[src/rtl/public_private_mac_if.sv]
// rtl/public_private_mac_if.sv - A/s/B handshake bundle for public_private_mac; TERNARY_S_EN widens secret lanes to 2 bits
interface public_private_mac_if #(
  parameter int COEF_W  = 18,
  parameter int A_LANES = 2,
  parameter int S_LANES = 2,
  parameter int IDX_W   = 10
);
`ifdef TERNARY_S_EN
  localparam int SB = 2;
`else
  localparam int SB = 1;
`endif
  localparam int B_LANES = A_LANES + S_LANES - 1;

  // Public-key word input
  logic                        A_valid;
  logic                        A_ready;
  logic [IDX_W-1:0]            A_idx;
  logic [A_LANES*COEF_W-1:0]   pk_A;

  // Secret-key word input
  logic                        s_valid;
  logic                        s_ready;
  logic [IDX_W-1:0]            s_idx;
  logic [S_LANES*SB-1:0]       sk_s;

  // Partial-product output
  logic                        B_valid;
  logic                        B_ready;
  logic [B_LANES*COEF_W-1:0]   B_out;
  logic [IDX_W:0]              idx_B;
  logic                        B_last;
  logic                        err;

  modport master (
    output A_valid, A_idx, pk_A,
    input  A_ready,
    output s_valid, s_idx, sk_s,
    input  s_ready,
    input  B_valid, B_out, idx_B, B_last, err,
    output B_ready
  );

  modport slave (
    input  A_valid, A_idx, pk_A,
    output A_ready,
    input  s_valid, s_idx, sk_s,
    output s_ready,
    output B_valid, B_out, idx_B, B_last, err,
    input  B_ready
  );
endinterface

[src/rtl/public_private_mac.sv]
// rtl/public_private_mac.sv - public x private coefficient multiplier; TERNARY_S_EN enables {-1,0,+1} secrets
module public_private_mac #(
  parameter int COEF_W  = 18,
  parameter int A_LANES = 2,
  parameter int S_LANES = 2,
  parameter int DEPTH   = 784,
  parameter int IDX_W   = 10
) (
  input  logic               clk_in,
  input  logic               rst_in,
  public_private_mac_if.slave bus
);
`ifdef TERNARY_S_EN
  localparam int SB = 2;
`else
  localparam int SB = 1;
`endif
  localparam int                 B_LANES  = A_LANES + S_LANES - 1;
  localparam logic [IDX_W-1:0]   LAST_IDX = IDX_W'(DEPTH - S_LANES);
  localparam logic [IDX_W:0]     S_STEP   = (IDX_W+1)'(S_LANES);

  typedef enum logic {
    ST_EMPTY = 1'b0,
    ST_HELD  = 1'b1
  } state_t;

  state_t                     r_state;
  state_t                     w_state_nxt;

  logic [COEF_W-1:0]          r_a [A_LANES];
  logic [IDX_W-1:0]           r_a_idx;
  logic [IDX_W:0]             r_exp;

  logic                       r_b_valid;
  logic [B_LANES*COEF_W-1:0]  r_b_out;
  logic [IDX_W:0]             r_idx_b;
  logic                       r_b_last;
  logic                       r_err;

  logic                       w_a_ready;
  logic                       w_s_ready;
  logic                       w_a_hs;
  logic                       w_s_hs;
  logic                       w_s_last;
  logic                       w_idx_err;
  logic                       w_enc_err;
  logic [COEF_W-1:0]          w_lane [B_LANES];
  logic [B_LANES*COEF_W-1:0]  w_prod;

  // One A_i * s_j term; negative secrets contribute the two's-complement of A_i.
  function automatic logic [COEF_W-1:0] lane_term(input logic [COEF_W-1:0] a,
                                                  input logic [SB-1:0]     s);
`ifdef TERNARY_S_EN
    case (s)
      2'b01:   return a;
      2'b11:   return {COEF_W{1'b0}} - a;
      default: return {COEF_W{1'b0}};
    endcase
`else
    return s[0] ? a : {COEF_W{1'b0}};
`endif
  endfunction

  assign w_a_hs    = bus.A_valid & w_a_ready;
  assign w_s_hs    = bus.s_valid & w_s_ready;
  assign w_s_last  = (bus.s_idx == LAST_IDX);
  assign w_idx_err = ({1'b0, bus.s_idx} != r_exp);

  // Flag any reserved 2'b10 secret code on the incoming word.
  always_comb begin
    w_enc_err = 1'b0;
`ifdef TERNARY_S_EN
    for (int j = 0; j < S_LANES; j++) begin
      if (bus.sk_s[j*SB +: SB] == 2'b10) w_enc_err = 1'b1;
    end
`endif
  end

  // Convolve the held A lanes with the incoming s lanes, mod 2^COEF_W per lane.
  always_comb begin
    for (int k = 0; k < B_LANES; k++) begin
      w_lane[k] = '0;
      for (int i = 0; i < A_LANES; i++) begin
        for (int j = 0; j < S_LANES; j++) begin
          if (i + j == k) begin
            w_lane[k] = w_lane[k] + lane_term(r_a[i], bus.sk_s[j*SB +: SB]);
          end
        end
      end
    end
  end

  for (genvar k = 0; k < B_LANES; k++) begin : g_pack
    assign w_prod[k*COEF_W +: COEF_W] = w_lane[k];
  end

  // Next-state and ready decode; s is only accepted when the output slot frees up this cycle.
  always_comb begin
    w_state_nxt = r_state;
    w_a_ready   = 1'b0;
    w_s_ready   = 1'b0;
    case (r_state)
      ST_EMPTY: begin
        w_a_ready = ~rst_in;
        if (bus.A_valid && !rst_in) w_state_nxt = ST_HELD;
      end
      ST_HELD: begin
        w_s_ready = ~rst_in & (~r_b_valid | bus.B_ready);
        if (bus.s_valid && w_s_ready && w_s_last) w_state_nxt = ST_EMPTY;
      end
      default: w_state_nxt = ST_EMPTY;
    endcase
  end

  // State register.
  always_ff @(posedge clk_in) begin
    if (rst_in) r_state <= ST_EMPTY;
    else        r_state <= w_state_nxt;
  end

  // Capture the public-key word on acceptance.
  always_ff @(posedge clk_in) begin
    if (rst_in) begin
      for (int i = 0; i < A_LANES; i++) r_a[i] <= '0;
      r_a_idx <= '0;
    end else if (w_a_hs) begin
      for (int i = 0; i < A_LANES; i++) r_a[i] <= bus.pk_A[i*COEF_W +: COEF_W];
      r_a_idx <= bus.A_idx;
    end
  end

  // Expected s index: restarts at 0 per row, then follows whatever index actually arrived.
  always_ff @(posedge clk_in) begin
    if (rst_in)      r_exp <= '0;
    else if (w_a_hs) r_exp <= '0;
    else if (w_s_hs) r_exp <= {1'b0, bus.s_idx} + S_STEP;
  end

  // Output register: load on s acceptance, otherwise drop valid once consumed.
  always_ff @(posedge clk_in) begin
    if (rst_in) begin
      r_b_valid <= 1'b0;
      r_b_out   <= '0;
      r_idx_b   <= '0;
      r_b_last  <= 1'b0;
    end else if (w_s_hs) begin
      r_b_valid <= 1'b1;
      r_b_out   <= w_prod;
      r_idx_b   <= {1'b0, r_a_idx} + {1'b0, bus.s_idx};
      r_b_last  <= w_s_last;
    end else if (bus.B_ready) begin
      r_b_valid <= 1'b0;
    end
  end

  // Sticky error: out-of-order index or reserved secret code.
  always_ff @(posedge clk_in) begin
    if (rst_in)                              r_err <= 1'b0;
    else if (w_s_hs && (w_idx_err || w_enc_err)) r_err <= 1'b1;
  end

  assign bus.A_ready = w_a_ready;
  assign bus.s_ready = w_s_ready;
  assign bus.B_valid = r_b_valid;
  assign bus.B_out   = r_b_out;
  assign bus.idx_B   = r_idx_b;
  assign bus.B_last  = r_b_last;
  assign bus.err     = r_err;
endmodule

[src/flat_wrapper.sv]
// flat-port wrapper written by rule: the top's interface ports become plain ports
module public_private_mac_flat 
#(
  parameter int COEF_W  = 18,
  parameter int A_LANES = 2,
  parameter int S_LANES = 2,
  parameter int DEPTH   = 784,
  parameter int IDX_W   = 10
)
  (clk_in, rst_in, bus_A_valid, bus_A_idx, bus_pk_A, bus_A_ready, bus_s_valid, bus_s_idx, bus_sk_s, bus_s_ready, bus_B_valid, bus_B_out, bus_idx_B, bus_B_last, bus_err, bus_B_ready);
  public_private_mac_if #(.COEF_W(COEF_W), .A_LANES(A_LANES), .S_LANES(S_LANES), .IDX_W(IDX_W)) bus_i ();
  input  logic clk_in;
  input  logic rst_in;
  input wire logic [$bits(bus_i.A_valid)-1:0] bus_A_valid;
  input wire logic [$bits(bus_i.A_idx)-1:0] bus_A_idx;
  input wire logic [$bits(bus_i.pk_A)-1:0] bus_pk_A;
  output wire logic [$bits(bus_i.A_ready)-1:0] bus_A_ready;
  input wire logic [$bits(bus_i.s_valid)-1:0] bus_s_valid;
  input wire logic [$bits(bus_i.s_idx)-1:0] bus_s_idx;
  input wire logic [$bits(bus_i.sk_s)-1:0] bus_sk_s;
  output wire logic [$bits(bus_i.s_ready)-1:0] bus_s_ready;
  output wire logic [$bits(bus_i.B_valid)-1:0] bus_B_valid;
  output wire logic [$bits(bus_i.B_out)-1:0] bus_B_out;
  output wire logic [$bits(bus_i.idx_B)-1:0] bus_idx_B;
  output wire logic [$bits(bus_i.B_last)-1:0] bus_B_last;
  output wire logic [$bits(bus_i.err)-1:0] bus_err;
  input wire logic [$bits(bus_i.B_ready)-1:0] bus_B_ready;
  assign bus_i.A_valid = bus_A_valid;
  assign bus_i.A_idx = bus_A_idx;
  assign bus_i.pk_A = bus_pk_A;
  assign bus_A_ready = bus_i.A_ready;
  assign bus_i.s_valid = bus_s_valid;
  assign bus_i.s_idx = bus_s_idx;
  assign bus_i.sk_s = bus_sk_s;
  assign bus_s_ready = bus_i.s_ready;
  assign bus_B_valid = bus_i.B_valid;
  assign bus_B_out = bus_i.B_out;
  assign bus_idx_B = bus_i.idx_B;
  assign bus_B_last = bus_i.B_last;
  assign bus_err = bus_i.err;
  assign bus_i.B_ready = bus_B_ready;
  public_private_mac #(.COEF_W(COEF_W), .A_LANES(A_LANES), .S_LANES(S_LANES), .DEPTH(DEPTH), .IDX_W(IDX_W)) u_core (.clk_in(clk_in), .rst_in(rst_in), .bus(bus_i));
endmodule
[config.mk]
export PLATFORM = sky130hd
export DESIGN_NAME = public_private_mac_flat
export DESIGN_NICKNAME = d
export VERILOG_FILES = /design/src/rtl/public_private_mac_if.sv /design/src/rtl/public_private_mac.sv /design/src/flat_wrapper.sv
export SDC_FILE = /design/constraint.sdc
export NUM_CORES = 1
export LEC_CHECK = 0
export BUFFER_PORTS_ARGS = -buffer_cell sky130_fd_sc_hd__buf_2
export CAP_MARGIN = 20
export CORE_UTILIZATION = 45
export CTS_BUF_LIST = sky130_fd_sc_hd__clkbuf_16
export DETAILED_ROUTE_END_ITERATION = 10
export GPL_TIMING_DRIVEN = 0
export PLACE_DENSITY_LB_ADDON = 0.05
export RECOVER_POWER = 50
export SLEW_MARGIN = 10
export SYNTH_ARGS = -nofsm -noshare
export SYNTH_HDL_FRONTEND = slang
export SYNTH_SLANG_ARGS = --single-unit
[constraint.sdc]
create_clock -name clk_in -period 7.1 [get_ports clk_in]
set_input_delay 1.775 -clock clk_in [delete_from_list [all_inputs] [get_ports clk_in]]
set_output_delay 1.775 -clock clk_in [all_outputs]
set_load 0.1 [all_outputs]
==> flow_metrics.py <==
metrics = {
    "outcome": {
        "outcome": "finished with violations",
        "violations": "capacitance limit, slew limit",
    },
    "synth": {
        "yosysSeqAreaShare_pct": 45.18,
        "synth.top_cell.area_share_pct": 28.24,
        "synth-edff-count": 36,
        "synth_warnings": 0,
        "yosys-top-cells-area": "dfxtp_1 28%, edfxtp_1 17%, a21oi_1 5.9%",
        "ys_seq_elements": 126,
        "synth_cell_type_count": 62,
        "synth_commonest_cells": "90 x dfxtp_1, 83 x nand2_1, 75 x a21oi_1",
        "synth_cells": 707,
        "synthesis.nets": 800,
        "synth_most_common_cell": "dfxtp_1",
        "synth_area_um2": 6381,
        "synth_top_cell_by_area": "dfxtp_1",
        "synthArstFlopShare_pct": 0,
        "synth_area_per_cell_um2": 9.026,
        "synth_ff_type": "dfxtp_1",
    },
    "timing": {
        "finalCriticalPeriod_ps": 5499,
        "setup_viol": 0,
        "setup_tns_ps": 0,
        "rsz0062_at_grt": "false",
        "hold_viol": 0,
        "period_share_pct": 77.45,
        "skew_ps": 8.044,
        "slew_headroom_pct": -25.79,
        "fmax_mhz": 181.9,
        "worst_slew_pin_slew_ps": 1887,
        "report.final.slew_viol_count": 37,
    },
    "critical_path": {
        "crit_path_max_incr_delay_ps": 500,
        "cp_top_family": "buffers and inverters",
        "cpMostUsedCell": "clkbuf_1",
        "cp-start-kind": "input port",
        "slowest_stage": "clkbuf_1",
        "crit_buf_inv": 5,
        "crit_fanout": 10,
        "crit_type": "in2out",
        "crit_chain": "clkbuf_1 -> inv_1 -> clkbuf_1 -> clkbuf_1 -> and3_1 -> buf_2",
        "crit_required_ps": 5330,
        "crit_path_end_kind": "output pin",
        "cp.arrival_ps": 3720,
    },
    "global_route": {
        "overflow": 0,
        "grt_pass1_wl_um": 28970,
        "grt_pass1_vias": 5540,
        "grt_max_degree": 37,
        "antenna_found_initial": 0,
        "grt_usage_pct": 26.41,
    },
    "final_layout": {
        "synthToLayoutAreaGrowth_pct": 21.06,
        "fin_nets": 950,
        "postLayoutCoreUtil_pct": 55.65,
        "num_antenna_cells": 0,
        "layout-drive-gt1-share_pct": 16.21,
    },
    "clocking": {
        "clkLatencyLatePin_ps": 420,
        "cts_buffers": 17,
        "clockBufferDepth": 2,
        "cts_tree": "built",
        "cts_resized": 0,
        "postCtsSetupRepairBufs": 0,
        "cts_max_level": 4,
        "cts_root_buffer": "clkbuf_16",
        "clock-sinks": 126,
        "clk_transition_reported_paths_ps": 50,
        "hold_buffers": 0,
    },
    "place": {
        "hpwl_um": 14120,
        "io_buffers": 130,
        "globalplace.congestion": 0.8756,
    },
    "pwr": {
        "ir_worst_vdd_mv": 0.1667,
        "power.density_nw_per_um2": 237.4,
        "power_leakage_nw": 3.312,
    },
    "floorplanning": {
        "dieArea_um2": 14660,
        "initial_core_util_pct": 45.97,
        "die_y_um": 121.1,
        "core_area_um2": 13880,
        "pin_count": 133,
        "fp.dieW_um": 121.1,
        "rows": 43,
    },
    "routing": {
        "drt-total-wl_um": 18370,
        "vias": 5767,
        "first_iter_violations": 362,
        "ant_nets": 0,
        "dr.pass1.iters": 5,
        "drc": 0,
        "wl_per_cell_um": 17.49,
        "viasPerCell": 5.492,
    },
    "flow_run": {
        "maxCapViolations": 1,
    },
    "worst_hold_path": {
        "holdCritPathClass": "reg2reg",
    },
}
[path summary, 6_finish.rpt]
kind                                    start                                to  slack (ps)  cells after the start
max                                    rst_in                       bus_s_ready        1600                      6
min reg2reg  u_core.bus.B_out[7]$_SDFFE_PP0P_  u_core.bus.B_out[7]$_SDFFE_PP0P_         450                      2
max reg2reg         u_core.r_state$_SDFF_PP0_   u_core.r_a[0][31]$_SDFFCE_PN0P_        3880                      5
min          u_core.bus.B_out[7]$_SDFFE_PP0P_  u_core.bus.B_out[7]$_SDFFE_PP0P_         450                      2
[where the power goes]
part / internal (mW) / switching (mW) / total [mW]
Clock: 0.452 / 0.308 / 0.760
Combinational: 0.0798 / 0.202 / 0.282
Sequential: 0.773 / 0.0192 / 0.793
Total: 1.30 / 0.529 / 1.83
[worst min-delay path, delay by kind of cell (launching register included)]
kind	cells	cell delay (ps)
AO/OA/AOI/OAI	1	50
flip-flops	1	300
AND/OR/NAND/NOR	1	50
[layout by cell type (no fill, tap or decap), types with 8 or more instances in the layout]
master     count
nor2_1        26
dfxtp_1       90
a211oi_1      13
o21ai_0       24
o21a_1         8
a21oi_1       75
nand3_1       65
nor3_1        15
inv_1         15
edfxtp_1      36
and2_1        32
xnor2_1        8
and3_1        43
xor2_1        19
clkbuf_16     18
buf_2        104
ha_1          28
nand2_1       83
clkbuf_1      69
a21o_1        10
[kinds of logic (layout without fill, tap and decap cells)]
kind of cell	Yosys count	count (layout)	share of synthesized area, %
mux	3	3	0.4902
xor+xnor	27	27	3.706
flops	126	126	45.18
fa+ha+maj	30	30	6.118
simple gates	299	299	24.02
buf+inv	59	222	4.118
compound gates	163	163	16.37
[flip-flops by register name (all words and copies together) (netlist names)]
signal,cells
u_core.bus.B_last,1
u_core.bus.B_out,54
u_core.bus.B_valid,1
u_core.bus.err,1
u_core.bus.idx_B,11
u_core.r_a,36
u_core.r_a_idx,10
u_core.r_exp,11
u_core.r_state,1
[area by class of cell]
cell class              instances  area, um^2
fillers                      1319        6156
multi-input cells             522        3236
well taps                     180       225.2
clock buffers                  18       450.4
repair buffers                131       618.1
flip-flops and latches        126        2883
clock inverters                14       65.06
plain buffers                  50       214.0
inverters                       9       33.78
[per-layer routing]
layer	GRT usage (%)	share of wire [%]	wire (um)
met5	0	0	0
met4	12.58	3.2	587
met3	4.652	4.6	840
met2	43.79	48	8798
met1	33.22	44	8142
[stage by stage]
stage	std cells	area, um^2	setup WS (ps)	power, mW	hold WS (ps)
after floorplan	707	6381	2083	1.006	439.7
after global placement	1017	7257	1687	1.084	437.3
after detailed placement	1018	7278	1685	1.090	440.9
after CTS	1050	7794	1651	1.845	448.8
after global routing	1050	7725	1529	1.905	476.4
final	1050	7725	1601	1.834	447.5
(Power assumes the default switching activity.)
